**src/rtl/cpu_exec_ctrl.sv**
```systemverilog
// Execution controller for the single-cycle RV32 core: gates the core with a
// per-cycle enable and sequences halt, free-run and N-step modes.
module cpu_exec_ctrl #(
  parameter int XLEN        = 32,
  parameter int CNT_W       = 32,
  parameter int STEP_W      = 8,
  parameter int EBREAK_HALT = 1
) (
  input  logic              clk,
  input  logic              rst,
  input  logic              run_req,
  input  logic              step_req,
  input  logic              halt_req,
  input  logic [STEP_W-1:0] step_n,
  input  logic              bp_en,
  input  logic [XLEN-1:0]   bp_addr,
  input  logic [XLEN-1:0]   pc,
  input  logic [XLEN-1:0]   instr,
  input  logic              clr_cnt,
  output logic              cpu_en,
  output logic              halted,
  output logic [2:0]        halt_cause,
  output logic [CNT_W-1:0]  instr_cnt,
  output logic [STEP_W-1:0] step_left
);

  typedef enum logic [1:0] {S_HALT, S_RUN, S_STEP} state_t;

  localparam logic [XLEN-1:0] EBREAK_INSN = XLEN'(32'h00100073);

  localparam logic [2:0] CAUSE_HOST = 3'd1;
  localparam logic [2:0] CAUSE_BP   = 3'd2;
  localparam logic [2:0] CAUSE_EBRK = 3'd3;
  localparam logic [2:0] CAUSE_STEP = 3'd4;

  state_t             state_q, state_d;
  logic               run_q, step_q;
  logic               mask_q, mask_d;
  logic               halted_q, halted_d;
  logic [2:0]         cause_q, cause_d;
  logic [STEP_W-1:0]  step_left_q, step_left_d;
  logic [CNT_W-1:0]   cnt_q, cnt_d;

  logic run_rise, step_rise, bp_hit, eb_hit, stop;
  logic [2:0] stop_cause;

  assign run_rise  = run_req & ~run_q;
  assign step_rise = step_req & ~step_q;

  // The mask lets a resume execute the instruction that caused the halt once.
  assign bp_hit = bp_en & (pc == bp_addr) & ~mask_q;
  assign eb_hit = (EBREAK_HALT != 0) & (instr == EBREAK_INSN) & ~mask_q;
  assign stop   = halt_req | bp_hit | eb_hit;

  assign stop_cause = halt_req ? CAUSE_HOST : (bp_hit ? CAUSE_BP : CAUSE_EBRK);

  assign cpu_en = ((state_q == S_RUN) | (state_q == S_STEP)) & ~stop;

  always_comb begin
    state_d     = state_q;
    step_left_d = step_left_q;
    cause_d     = cause_q;
    mask_d      = mask_q;
    if (cpu_en) mask_d = 1'b0;

    case (state_q)
      S_HALT: begin
        if (!halt_req) begin
          if (step_rise) begin
            state_d     = S_STEP;
            step_left_d = (step_n == '0) ? STEP_W'(1) : step_n;
          end else if (run_rise) begin
            state_d = S_RUN;
          end
        end
      end
      S_RUN: begin
        if (stop) begin
          state_d = S_HALT;
          cause_d = stop_cause;
        end
      end
      S_STEP: begin
        if (stop) begin
          state_d = S_HALT;
          cause_d = stop_cause;
        end else if (run_rise) begin
          state_d     = S_RUN;
          step_left_d = '0;
        end else if (step_left_q == STEP_W'(1)) begin
          state_d     = S_HALT;
          cause_d     = CAUSE_STEP;
          step_left_d = '0;
        end else begin
          step_left_d = step_left_q - STEP_W'(1);
        end
      end
      default: state_d = S_HALT;
    endcase

    if (state_d == S_HALT) mask_d = 1'b1;
    halted_d = (state_d == S_HALT);

    cnt_d = cnt_q;
    if (clr_cnt)     cnt_d = '0;
    else if (cpu_en) cnt_d = cnt_q + CNT_W'(1);
  end

  always_ff @(posedge clk or negedge rst) begin
    if (!rst) begin
      state_q     <= S_HALT;
      run_q       <= 1'b0;
      step_q      <= 1'b0;
      mask_q      <= 1'b1;
      halted_q    <= 1'b1;
      cause_q     <= 3'd0;
      step_left_q <= '0;
      cnt_q       <= '0;
    end else begin
      state_q     <= state_d;
      run_q       <= run_req;
      step_q      <= step_req;
      mask_q      <= mask_d;
      halted_q    <= halted_d;
      cause_q     <= cause_d;
      step_left_q <= step_left_d;
      cnt_q       <= cnt_d;
    end
  end

  assign halted     = halted_q;
  assign halt_cause = cause_q;
  assign instr_cnt  = cnt_q;
  assign step_left  = step_left_q;

endmodule

```
**config.mk**
```make
export PLATFORM = sky130hd
export DESIGN_NAME = cpu_exec_ctrl
export DESIGN_NICKNAME = d
export VERILOG_FILES = /design/src/rtl/cpu_exec_ctrl.sv
export SDC_FILE = /design/constraint.sdc
export NUM_CORES = 1
export LEC_CHECK = 0
export CAP_MARGIN = 20
export CORE_ASPECT_RATIO = 1.5
export CORE_UTILIZATION = 40
export CTS_BUF_LIST = sky130_fd_sc_hd__clkbuf_4 sky130_fd_sc_hd__clkbuf_8
export CTS_CLUSTER_SIZE = 28
export DETAILED_ROUTE_END_ITERATION = 7
export HOLD_SLACK_MARGIN = 0.03
export PLACE_DENSITY = 0.86
export SYNTH_ARGS = -nofsm -noshare
export SYNTH_HDL_FRONTEND = slang
export SYNTH_SLANG_ARGS = --single-unit
```
**constraint.sdc**
```tcl
create_clock -name clk -period 2.1 [get_ports clk]
set_input_delay 0.315 -clock clk [delete_from_list [all_inputs] [get_ports clk]]
set_output_delay 0.315 -clock clk [all_outputs]
set_load 0.01 [all_outputs]
```
==> results.py, run 1 <==
metrics = {
    "cells_and_area": {
        "fin_area_um2": 6710,
        "multi_input_area_um2": 2820,
        "ff_latch_area_um2": 1230,
        "syn2layout_area_growth_pct": 87.9,
        "final_net_count": 757,
        "drive_gt1_share_pct": 35.5,
        "final_util_pct": 78.8,
        "n_fill_cell": 518,
    },
    "timing": {
        "hold_viol": 0,
        "maxSlewViolCount": 0,
        "max_slew_margin_pct": 56.8,
        "setup_slack_ns": -0.436,
        "tightest_slew_ns": 0.648,
        "setup_viol": 47,
        "fmax_ghz": 0.394,
        "post-route-period-util_pct": 121,
        "clock_skew_ns": 0.0152,
        "hold_slack_ns": 0.0990,
        "rsz0062_at_grt": "yes",
        "min_period_ns": 2.54,
    },
    "power": {
        "power_mw": 4.24,
        "leakagePower_nw": 2.72,
        "ir_drop_uv": 541,
        "power_density_nw_per_um2": 632,
    },
    "cts": {
        "cts_tree": "built",
        "clock_latency_ns": 0.32,
        "clock_path_buffers": 2,
        "htree_levels": 2,
        "cts_root_buffer": "clkbuf_8",
        "numCtsBuffers": 5,
        "clk_pin_slew_ns": 0.10,
        "clock_sinks": 49,
    },
    "grt": {
        "grt_pass1_vias": 4578,
        "grt_pass1_wl_um": 22900,
        "grt_max_degree": 50,
        "grt_use_total_pct": 31.5,
        "antenna_found_initial": 4,
        "overflow": 0,
    },
    "yosys": {
        "ys_async_sr_fraction_pct": 100,
        "ys_seq_elements": 49,
        "synth_edf_count": 0,
        "ys.flop_type": "dfrtp_1",
        "netlist_area_um2": 3570,
        "synth-seq-area-share_pct": 34.4,
        "syn_inst": 401,
        "avgSynthCellArea_um2": 8.90,
        "ys_warn_count": 0,
        "synth_cell_types": 54,
        "synth_nets": 519,
    },
    "placement": {
        "dp_hpwl_um": 9720,
        "placed_cell_area_um2": 5560,
        "io_buffers": 155,
        "gp_congestion": 0.907,
    },
    "route": {
        "drtIter0Drc": 313,
        "wire_per_inst_um": 24.2,
        "routed_wl_um": 18200,
        "vias_per_cell": 6.35,
        "drtAntennaViolNets": 0,
        "dr_total_vias": 4769,
        "firstDrtPassIters": 5,
        "drc": 0,
    },
    "floorplanning": {
        "die_y_um": 118,
        "rows": 41,
        "die_area_um2": 9310,
        "die_x_um": 79.1,
        "fp.coreArea_um2": 8520,
        "num_io_pins": 156,
        "start_util_pct": 41.9,
    },
    "critical_path": {
        "startpoint": "bp_addr[23]",
        "startpoint_type": "input port",
        "critPathCaptureType": "flop",
        "crit_type": "input port to flop",
        "crit_fanout": 6,
        "rr_endpoint": "step_left[0]",
        "reg2reg_from": "mask_q",
        "worstRegToRegCells": 9,
        "worst_ep_arrival_time_ns": 2.72,
        "cp_data_required_time_ns": 2.29,
        "r2r_slack_ns": -0.12,
    },
    "flow_run": {
        "cap_violations": 0,
    },
    "run_status": {
        "outcome": "complete, but fails checks",
        "violations": "setup timing",
    },
    "worst_hold_path": {
        "worstHoldPathType": "input port to async pin",
    },
}
cell usage after synthesis, drive strengths merged (3+ instances only):
master / n / area, µm²
dfrtp: 47 / 1180
a21oi: 33 / 165
xor2: 31 / 272
o31ai: 30 / 225
or4: 30 / 225
nor4: 23 / 165
nand2: 17 / 63.8
nand3: 17 / 90.1
nor2: 17 / 63.8
o21ai: 15 / 75.1
clkbuf: 14 / 52.6
nand4: 11 / 68.8
nor2b: 11 / 68.8
and3: 10 / 67.6
nor3: 10 / 50.1
buf: 9 / 81.3
or3: 8 / 55.1
ha: 7 / 87.6
inv: 7 / 26.3
mux2: 5 / 56.3
nand2b: 5 / 31.3
a22oi: 4 / 30.0
and4: 4 / 35.0
nor4b: 4 / 41.3
and2: 3 / 18.8
nor3b: 3 / 22.5
kinds of logic (layout without fill, tap and decap cells):
group                    Yosys count  count (layout)  share of synthesized area, %
adder cells (fa/ha/maj)            7               7                          2.45
other                              0               4                             0
flip-flops                        49              49                          34.4
AND/OR/NAND/NOR                  178             179                          31.0
XOR/XNOR                          32              32                          7.85
AO/OA/AOI/OAI                     99              99                          17.9
multiplexers                       6               6                          1.86
buffers and inverters             30             268                          4.49
worst max-delay path, stage by stage:
cell	delay, ns
dlygate4sd2_1	0.26
xor2_2	0.19
buf_4	0.17
nor4_4	0.49
nand4_1	0.35
nor4_4	0.35
buf_4	0.22
nor2_1	0.06
a221o_1	0.33
layer usage:
layer | global-route usage [%] | wire length (µm) | part of all wire [%] | vias up
met2 | 57.2 | 9270 | 51 | 348
met5 | 0 | 0 | 0 | -
met1 | 34.9 | 5980 | 33 | 2269
met3 | 4.96 | 1520 | 8.4 | 129
li1 | - | - | - | 2023
met4 | 14.5 | 1390 | 7.7 | 0
worst max path at each step:
stage / end / slack, ns / cells past startpoint
floorplan: instr_cnt[25] / -0.02 / 8
global placement: cpu_en / -0.62 / 7
detailed placement: cpu_en / -0.66 / 7
CTS: instr_cnt[4] / -0.04 / 9
global route: step_left[0] / -0.45 / 9
finish: step_left[0] / -0.44 / 9
registers in the layout, summed over array words and instances, names as in the netlist:
name / count
halt_cause: 3
mask_q: 1
run_q: 1
instr_cnt: 32
step_q: 1
halted: 1
step_left: 8
state_q: 2
placed cells by master, fill, tap and decap left out, drive strengths merged, types with 10 or more instances in the layout:
cell / Yosys / routed
nand3: 17 / 17
a21oi: 33 / 33
clkdlybuf4s50: 0 / 73
dfrtp: 47 / 47
o31ai: 30 / 30
clkdlybuf4s15: 0 / 12
nor3: 10 / 10
xor2: 31 / 31
dlygate4sd2: 0 / 57
buf: 9 / 105
nor2: 17 / 17
and3: 10 / 10
or4: 30 / 30
nand2: 17 / 17
o21ai: 15 / 15
nor2b: 11 / 11
nand4: 11 / 11
nor4: 23 / 23
through the flow:
stage	setup slack [ns]	setup TNS (ns)	cells
3_3_place_gp	-0.624	-21.09	698
3_5_place_dp	-0.660	-23.68	698
6_report	-0.436	-8.09	751
2_1_floorplan	-0.0190	-0.0524	401
5_1_grt	-0.447	-10.31	751
4_1_cts	-0.0393	-0.299	734
timing repair:
item / in CTS / in global routing
cloned: 6 / 1
pin swaps: 79 / 51
hold buffers: 0 / 0
setup buffers: 22 / 13
setup endpoints to repair: 45 / 46
resized for setup: 144 / 103
area by class of cell:
class	count	area share, %
repair buffers	253	35.3
diodes	4	0.149
multi-input cells	323	42.1
clock buffers	6	1.14
flip-flops and latches	49	18.4
inverters	7	0.392
clock inverters	2	0.578
well taps	107	2.00
power by group:
part / switching, mW / internal [mW]
registers: 0.144 / 1.09
clock network: 0.341 / 0.371
logic: 1.20 / 1.09
(Power assumes the default switching activity.)
==> run 2, diff against run 1 <==
Settings changed: HOLD_SLACK_MARGIN 0.03 to not set.
==> results of run 2 <==
Final layout, timing and power as in run 1 (identical DEF).
==> run 3, diff against run 2 <==
Settings changed: CORE_MARGIN set to 3.
==> results.py, run 3 (synthesized netlist as in run 1, its figures left out) <==
metrics = {
    "cells_and_area": {
        "fin_cells": 745,
        "final_common_cell": "buf_4",
        "largest_reg_flops": 32,
        "drive_gt1_share_pct": 37.1,
        "fin_area_um2": 6650,
        "syn2layout_area_growth_pct": 86.5,
        "final_net_count": 753,
        "final_util_pct": 77.7,
        "final_cell_mix": "77 x buf_4, 74 x clkdlybuf4s50_1, 60 x dlygate4sd2_1",
    },
    "critical_path": {
        "cp_data_required_time_ns": 2.35,
        "startpoint_type": "input port",
        "crit_type": "input port to flop",
        "reg2reg_from": "mask_q",
        "critPathCaptureType": "flop",
        "crit_fanout": 7,
        "startpoint": "pc[9]",
        "worst_ep_arrival_time_ns": 2.56,
    },
    "route": {
        "drtAntennaViolNets": 0,
        "firstDrtPassIters": 5,
        "vias_per_cell": 6.27,
        "wire_per_inst_um": 22.6,
        "dr_total_vias": 4669,
        "routed_wl_um": 16900,
        "drtIter0Drc": 334,
        "drc": 0,
    },
    "timing": {
        "hold_slack_ns": 0.0850,
        "setup_viol": 33,
        "tightest_slew_ns": 0.651,
        "maxSlewViolCount": 0,
        "setup_tns_ns": -2.94,
        "max_slew_margin_pct": 56.6,
        "fmax_ghz": 0.432,
        "rsz0062_at_grt": "yes",
        "post-route-period-util_pct": 110,
        "min_period_ns": 2.31,
        "hold_viol": 0,
        "setup_slack_ns": -0.214,
        "clock_skew_ns": 0.0170,
    },
    "cts": {
        "postCtsHoldBufs": 0,
        "cts_tree": "built",
        "htree_levels": 2,
        "cts_root_buffer": "clkbuf_8",
        "clock_path_buffers": 2,
        "clock_latency_ns": 0.32,
        "clock_sinks": 49,
        "clk_pin_slew_ns": 0.11,
        "numCtsBuffers": 5,
    },
    "power": {
        "clockPowerShare_pct": 15.3,
        "swShare_pct": 40.8,
        "p_seq_share_pct": 30.5,
        "power_mw": 4.09,
        "ir_drop_uv": 563,
        "comb_power_share_pct": 54.2,
        "leakagePower_nw": 2.72,
        "internal_power_mw": 2.42,
        "switching_power_mw": 1.67,
        "power_density_nw_per_um2": 614,
    },
    "placement": {
        "placed_cell_area_um2": 5540,
        "io_buffers": 155,
        "dp_cells": 695,
        "dp_hpwl_um": 9880,
        "gp_congestion": 0.851,
        "place_ws_ns": -0.670,
    },
    "flow_run": {
        "cap_violations": 0,
    },
    "run_status": {
        "violations": "setup timing",
        "outcome": "complete, but fails checks",
    },
    "floorplanning": {
        "num_io_pins": 156,
        "fp.coreArea_um2": 8570,
        "die_y_um": 122,
        "start_util_pct": 41.7,
        "rows": 41,
        "die_area_um2": 10100,
        "die_x_um": 83.1,
    },
    "worst_hold_path": {
        "worstHoldPathType": "input port to async pin",
    },
    "grt": {
        "grt_use_total_pct": 28.3,
        "grt_max_degree": 50,
        "overflow": 0,
        "antenna_found_initial": 1,
        "grt_pass1_vias": 4645,
        "grt_pass1_wl_um": 23300,
    },
}
-- run 3: changes by cell type in the layout (fill, tap and decap cells not counted), sizes merged --
cell / before / now
clkdlybuf4s50: 73 / 74
dlymetal6s2s: 4 / 7
bufinv: 1 / 0
dlygate4sd2: 57 / 60
inv: 7 / 8
diode: 4 / 2
buf: 105 / 100
clkdlybuf4s15: 12 / 2
clkinvlp: 0 / 1
clkbuf: 8 / 11
-- run 3: worst paths after layout --
| check | cells past startpoint | endpoint | slack [ns] |
|---|---|---|---|
| worst min-delay path | 2 | step_left[5] | 0.09 |
| min in group clk | 1 | step_q | 0.48 |
| max in group asynchronous | 2 | instr_cnt[13] | 1.52 |
| worst max register to register | 10 | instr_cnt[30] | -0.12 |
| worst max-delay path | 11 | instr_cnt[30] | -0.21 |
| worst min register to register | 2 | halt_cause[1] | 0.50 |
-- run 3: worst max-delay path, cell delays in order --
cell and delay [ns]:
dlygate4sd2_1 0.27, xor2_1 0.26, nor4_1 0.11, and4_1 0.23, a41o_2 0.27, buf_8 0.14
buf_6 0.13, buf_12 0.13, buf_16 0.13, or4_4 0.41, a21oi_2 0.17
-- run 3: power by group through the flow --
stage / combinational, mW / sequential [mW] / clock (mW)
finish: 2.22 / 1.24 / 0.626
global route: 2.35 / 1.26 / 0.663
floorplan: 0.864 / 1.29 / 0
CTS: 1.96 / 1.23 / 0.603
detailed placement: 1.89 / 1.25 / 0
global placement: 1.81 / 1.24 / 0
-- run 3: per-layer routing --
| layer | GRT usage, % | up-vias | part of all wire [%] |
|---|---|---|---|
| met5 | 0 | - | 0 |
| met2 | 51.7 | 319 | 54 |
| met3 | 4.33 | 79 | 6.6 |
| met1 | 32.5 | 2271 | 34 |
| li1 | - | 2000 | - |
| met4 | 12.9 | 0 | 5.2 |
-- run 3: layout make-up --
cell class                      count  area (µm²)
Clock inverter                      3        25.0
Tap cell                          107         134
Multi-Input combinational cell    323        2820
Clock buffer                        5        68.8
Timing Repair Buffer              249        2350
Inverter                            7        26.3
Sequential cell                    49        1230
Antenna cell                        2        5.00
Fill cell                         559        1910
-- run 3: what timing repair did --
| action | in CTS | in global routing |
|---|---|---|
| buffers inserted | 27 | 8 |
| gates cloned | 6 | 2 |
| pin swaps | 70 | 43 |
| setup endpoints to repair | 43 | 46 |
| resized for setup | 155 | 95 |
